==> config.mk <==
export PLATFORM = sky130hd
export DESIGN_NAME = adc_sar_ctrl
export DESIGN_NICKNAME = d
export VERILOG_FILES = /design/src/rtl/adc_pkg.sv /design/src/rtl/adc_phase_timer.sv /design/src/rtl/adc_sar_ctrl.sv
export SDC_FILE = /design/constraint.sdc
export NUM_CORES = 1
export LEC_CHECK = 0
export CAP_MARGIN = 15
export CORE_UTILIZATION = 56
export CTS_CLUSTER_DIAMETER = 200
export DETAILED_ROUTE_END_ITERATION = 10
export GPL_ROUTABILITY_DRIVEN = 1
export MAX_ROUTING_LAYER = met4
export PLACE_DENSITY = 0.84
export SLEW_MARGIN = 20
export SYNTH_ARGS = -nofsm -noshare
export SYNTH_HDL_FRONTEND = slang
export SYNTH_HIERARCHICAL = 1
export SYNTH_SLANG_ARGS = --single-unit
export TNS_END_PERCENT = 100
==> constraint.sdc <==
create_clock -name clk -period 3.2 [get_ports clk]
set_input_delay 0.64 -clock clk [delete_from_list [all_inputs] [get_ports clk]]
set_output_delay 0.64 -clock clk [all_outputs]
set_load 0.01 [all_outputs]
==> src/rtl/adc_pkg.sv <==
// Shared definitions for the SAR ADC signal path.
// Holds the controller state encoding, the resolution and default timing constants
// (also used when instantiating the downstream adc_logic decode stage), and a
// helper that sizes the phase timer counter.
package adc_pkg;

    localparam int unsigned AdcWidth        = 5;
    localparam int unsigned AdcSampleCycles = 4;
    localparam int unsigned AdcSettleCycles = 2;

    typedef enum logic [1:0] {
        StIdle,
        StSample,
        StTrial
    } adc_state_e;

    // Width needed to hold max(a, b); the timer is loaded with (cycles - 1).
    function automatic int unsigned timer_width(input int unsigned a, input int unsigned b);
        int unsigned m;
        m = (a > b) ? a : b;
        if (m < 1) begin
            return 1;
        end
        return $clog2(m + 1);
    endfunction

endpackage

==> src/rtl/adc_phase_timer.sv <==
// Loadable down-counter with a terminal-count flag.
// Times both the sample window and each trial settle window of the SAR controller.
// Ports:
//   clk        - system clock
//   rst_n      - asynchronous active-low reset, clears the count
//   load_i     - load load_val_i into the counter at the next edge
//   load_val_i - value to load (hold length minus one)
//   done_o     - high while the count is zero (final cycle of the hold window)
module adc_phase_timer #(
    parameter int unsigned CntWidth = 3
) (
    input  logic                clk,
    input  logic                rst_n,
    input  logic                load_i,
    input  logic [CntWidth-1:0] load_val_i,
    output logic                done_o
);

    logic [CntWidth-1:0] cnt_q, cnt_d;

    always_comb begin
        cnt_d = cnt_q;
        if (load_i) begin
            cnt_d = load_val_i;
        end else if (cnt_q != '0) begin
            cnt_d = cnt_q - 1'b1;
        end
    end

    always_ff @(posedge clk or negedge rst_n) begin
        if (!rst_n) begin
            cnt_q <= '0;
        end else begin
            cnt_q <= cnt_d;
        end
    end

    assign done_o = (cnt_q == '0);

endmodule

==> src/rtl/adc_sar_ctrl.sv <==
// Successive-approximation conversion controller.
// Drives the sample/hold switch and the trial-code DAC, samples the comparator once per
// bit (MSB first), and presents the finished code on a valid/ready output. Converts once
// per start, or back-to-back while cont_mode_i is high.
// Ports:
//   clk, rst_n       - clock, asynchronous active-low reset
//   start_i          - request one conversion (only acted on in idle)
//   cont_mode_i      - free-running conversions
//   abort_i          - cancel the conversion in progress, result untouched
//   cmp_in_i         - registered comparator, 1 means Vin >= DAC(dac_code_o)
//   sample_en_o      - sample/hold switch
//   dac_code_o       - trial code to the DAC
//   busy_o           - conversion in progress
//   result_o         - last completed code
//   result_valid_o   - result_o not yet consumed
//   result_ready_i   - downstream accepts result_o
//   overrun_o        - one-cycle pulse when an unconsumed result is overwritten
module adc_sar_ctrl
    import adc_pkg::*;
#(
    parameter int unsigned Width        = AdcWidth,
    parameter int unsigned SampleCycles = AdcSampleCycles,
    parameter int unsigned SettleCycles = AdcSettleCycles
) (
    input  logic             clk,
    input  logic             rst_n,
    input  logic             start_i,
    input  logic             cont_mode_i,
    input  logic             abort_i,
    input  logic             cmp_in_i,
    output logic             sample_en_o,
    output logic [Width-1:0] dac_code_o,
    output logic             busy_o,
    output logic [Width-1:0] result_o,
    output logic             result_valid_o,
    input  logic             result_ready_i,
    output logic             overrun_o
);

    localparam int unsigned TimerW = timer_width(SampleCycles, SettleCycles);
    localparam int unsigned IdxW   = (Width > 1) ? $clog2(Width) : 1;

    localparam logic [TimerW-1:0] SampleLoad = TimerW'(SampleCycles - 1);
    localparam logic [TimerW-1:0] SettleLoad = TimerW'(SettleCycles - 1);
    localparam logic [IdxW-1:0]   MsbIdx     = IdxW'(Width - 1);

    adc_state_e        state_q, state_d;
    logic [IdxW-1:0]   idx_q, idx_d;
    logic [Width-1:0]  work_q, work_d;
    logic [Width-1:0]  result_q, result_d;
    logic              valid_q, valid_d;
    logic              overrun_q, overrun_d;

    logic              timer_load;
    logic [TimerW-1:0] timer_val;
    logic              timer_done;
    logic              complete;
    logic [Width-1:0]  trial_code;
    logic [Width-1:0]  decided_code;

    adc_phase_timer #(
        .CntWidth(TimerW)
    ) u_timer (
        .clk       (clk),
        .rst_n     (rst_n),
        .load_i    (timer_load),
        .load_val_i(timer_val),
        .done_o    (timer_done)
    );

    // Bits below idx_q are always zero in work_q, so the trial code is a single bit-set
    // and a rejected bit is cleared simply by keeping work_q.
    assign trial_code   = work_q | (Width'(1) << idx_q);
    assign decided_code = cmp_in_i ? trial_code : work_q;

    always_comb begin
        state_d    = state_q;
        idx_d      = idx_q;
        work_d     = work_q;
        timer_load = 1'b0;
        timer_val  = SettleLoad;
        complete   = 1'b0;

        unique case (state_q)
            StIdle: begin
                if (!abort_i && (start_i || cont_mode_i)) begin
                    state_d    = StSample;
                    timer_load = 1'b1;
                    timer_val  = SampleLoad;
                end
            end
            StSample: begin
                if (abort_i) begin
                    state_d = StIdle;
                end else if (timer_done) begin
                    state_d    = StTrial;
                    idx_d      = MsbIdx;
                    work_d     = '0;
                    timer_load = 1'b1;
                    timer_val  = SettleLoad;
                end
            end
            StTrial: begin
                if (abort_i) begin
                    state_d = StIdle;
                end else if (timer_done) begin
                    work_d = decided_code;
                    if (idx_q == '0) begin
                        complete = 1'b1;
                        if (cont_mode_i) begin
                            state_d    = StSample;
                            timer_load = 1'b1;
                            timer_val  = SampleLoad;
                        end else begin
                            state_d = StIdle;
                        end
                    end else begin
                        idx_d      = idx_q - 1'b1;
                        timer_load = 1'b1;
                        timer_val  = SettleLoad;
                    end
                end
            end
            default: begin
                state_d = StIdle;
            end
        endcase
    end

    // Result register and handshake. A load on the same edge as a consume keeps valid high
    // and is not an overrun, since the previous result was taken.
    always_comb begin
        result_d  = result_q;
        valid_d   = valid_q;
        overrun_d = 1'b0;
        if (complete) begin
            result_d  = decided_code;
            valid_d   = 1'b1;
            overrun_d = valid_q && !result_ready_i;
        end else if (valid_q && result_ready_i) begin
            valid_d = 1'b0;
        end
    end

    always_ff @(posedge clk or negedge rst_n) begin
        if (!rst_n) begin
            state_q   <= StIdle;
            idx_q     <= '0;
            work_q    <= '0;
            result_q  <= '0;
            valid_q   <= 1'b0;
            overrun_q <= 1'b0;
        end else begin
            state_q   <= state_d;
            idx_q     <= idx_d;
            work_q    <= work_d;
            result_q  <= result_d;
            valid_q   <= valid_d;
            overrun_q <= overrun_d;
        end
    end

    assign sample_en_o    = (state_q == StSample);
    assign dac_code_o     = (state_q == StTrial) ? trial_code : '0;
    assign busy_o         = (state_q != StIdle);
    assign result_o       = result_q;
    assign result_valid_o = valid_q;
    assign overrun_o      = overrun_q;

endmodule

==> reports/qor.txt <==
Outcome -> finished, final reports clean
GR Layer Usage met3 -> 1.87%
Vias in the first global route -> 1005
Leakage power -> 0.000660 µW
Largest family of logic cells by synthesized area -> simple AND/OR/NAND/NOR gates
Synth cell types -> 40
Vias post-DR -> 1003
Antenna cells -> 0
Worst VDD drop -> 0.288 mV
Crit end category -> primary output
H-tree levels -> 1
Initial core utilization -> 61.4%
Final period util -> 83.5%
Met2 Use GR -> 37.9%
Layout Nets -> 166
Slew Limit Fails -> 0
Cells after Synth -> 132
CTS buffer count -> 3
CTS sink count -> 20
Total wire length -> 2430 µm
Synth Area in XOR/XNOR -> 0%
CTS tree -> done
Compound-Gate Fraction of Synth Area -> 15.2%
Post-route ant nets -> 0
Crit path kind -> register to primary output
Pre-antenna DRT Iters -> 4
Required @ worst endpoint -> 2.56 ns
Met1 Use GR -> 31.0%
Drt drc -> 0
Hold Fails Final Rpt -> 0
Clk buf depth -> 2
Clock slew at reported path FFs -> 0.11 ns
IO buf count -> 20
I/O Pins -> 21
GRT Max-Usage Layer -> met2
Iter 0 DRT Violations -> 14
Die area -> 2410 µm²
Worst skew pair latency -> 0.30 ns
Hold-fix buffers, CTS -> 0
HP Class -> register to register
Setup TNS -> 0 ns
Filler cells -> 153
Core Box Area -> 2020 µm²
Via density -> 5.63
Vert. Die Dim -> 49.1 µm
Synthesized Nets -> 146
Share of layout cells above drive strength 1 -> 8.61%
Mux cell area share after synthesis -> 3.63%
Fmax -> 374 MHz
Post-CTS Setup Bufs -> 0
Synth Area in Simple Gates -> 25.2%
CP Data Arrival Time -> 2.03 ns
PwrDens -> 463 nW/µm²
Yosys warning total -> 6
Largest net degree at the start of global routing -> 21
Post-cts sizing count -> 0
Mapped Area -> 1240 µm²
Adder-Cell Fraction of Synth Area -> 7.05%
WL/cell -> 13.6 µm
RSZ-0062 raised after global routing -> false
Crit Path Max Fanout -> 5
Rows -> 16
Final Wtd Congestion -> 0.882
Worst clock skew -> 0.00645 ns
Total GRT Usage -> 23.9%
Startpoint Class -> register
Flops & latches, synth -> 20
DIE WIDTH -> 49.1 µm
Max_slew headroom -> 42.0%
Root Buffer Master -> clkbuf_4
GRT overflow -> 0
DP Worst Slack -> 0.791 ns
Syn avg cell area -> 9.41 µm²
Initial antenna violation count -> 0
Setup violators final -> 0
Area grow syn2layout -> 18.2%
Worst-Margin Slew -> 0.868 ns
DP HPWL -> 1810 µm
Global-route wire length before repair -> 4330 µm
Max Cap Viol -> 0
Period minus WS final -> 2.67 ns
Pwr Total -> 680 µW
Setup ws final -> 0.528 ns
Utilization after layout -> 72.6%
Commonest cells after routing, fill and taps aside -> dfrtp_1 (20), clkdlybuf4s50_1 (20), inv_1 (13)
Sequential area share after synthesis -> 40.3%
final cells by class:
type / count / area [µm²] / share of cell area, %
clock buffer: 4 / 36.3 / 2.47
sequential: 20 / 500 / 34.1
tap: 27 / 33.8 / 2.30
timing repair buffer: 21 / 208 / 14.1
inverter: 13 / 48.8 / 3.32
multi-input combinational: 93 / 642 / 43.7
worst max-delay path, stage by stage, from the launching register on:
cell and delay, ns:
dfrtp_1 0.43, inv_1 0.12, ha_1 0.20, nor2b_1 0.12, o21ai_0 0.30, inv_1 0.08
clkdlybuf4s50_1 0.48
power by group:
group	internal [µW]	switching (µW)	leakage, µW
combinational	103	109	0.000394
sequential	283	39.1	0.000245
clock	69.3	76.9	0.0000210
metrics by stage:
step	cell area, µm²	hold slack [ns]	instances
6_report	1470	0.496	178
5_1_grt	1470	0.537	178
4_1_cts	1470	0.503	178
3_5_place_dp	1430	0.473	174
3_3_place_gp	1430	0.473	174
2_1_floorplan	1240	0.344	132
synth_stat cells (all sizes together):
cell type	n	area (µm²)
nor3	1	5.00
a31oi	1	6.26
nand4	3	18.8
inv	13	48.8
a2111oi	1	8.76
a21oi	6	30.0
nand2b	5	31.3
a21o	1	7.51
and2b	1	10.0
o31ai	1	7.51
o2bb2ai	2	17.5
o21ai	7	35.0
nor2b	9	66.3
nor4	2	12.5
a211o	3	27.5
nor3b	1	7.51
nand3	1	17.5
nand2	12	45.0
conb	2	7.51
nor4bb	1	10.0
ha	7	87.6
nor4b	2	17.5
nor2	10	37.5
a311oi	1	8.76
a31o	1	8.76
mux2i	3	30.0
o211ai	3	22.5
nand3b	1	7.51
or2	1	6.26
nand4bb	1	11.3
or3b	1	8.76
mux2	1	15.0
buf	6	51.3
a221oi	1	8.76
dfrtp	20	500
cells by family (layout without fill, tap and decap cells):
group                    count (synthesis)  after routing
AO/OA/AOI/OAI                           28             28
adder cells (fa/ha/maj)                  7              7
AND/OR/NAND/NOR                         52             52
multiplexers                             4              4
flip-flops                              20             20
buffers and inverters                   19             38
other                                    2              2
layer usage:
layer	wire (µm)	vias up
met3	88	2
met2	1160	27
met4	22	0
met1	1150	482
met5	0	-
li1	-	492
path summary, 6_finish.rpt:
| kind | from | to | slack [ns] | depth (start not counted) |
|---|---|---|---|---|
| max in group asynchronous | rst_n | work_q[3] | 1.84 | 1 |
| min in group asynchronous | rst_n | state_q[0] | 0.82 | 1 |
| setup reg to reg | u_timer/cnt_q[0] | u_timer/cnt_q[0] | 0.95 | 9 |
| setup / recovery | idx_q[0] | dac_code_o[2] | 0.53 | 6 |
| hold reg to reg | result_o[2] | result_o[2] | 0.50 | 1 |
| hold / removal | result_o[2] | result_o[2] | 0.50 | 1 |
registers in the layout, indices dropped and copies added, names as in the netlist:
| name | count |
|---|---|
| overrun_o | 1 |
| state_q | 2 |
| result_o | 5 |
| idx_q | 3 |
| u_timer/cnt_q | 3 |
| work_q | 5 |
| result_valid_o | 1 |
No activity file was read; power rests on OpenSTA's default activity.
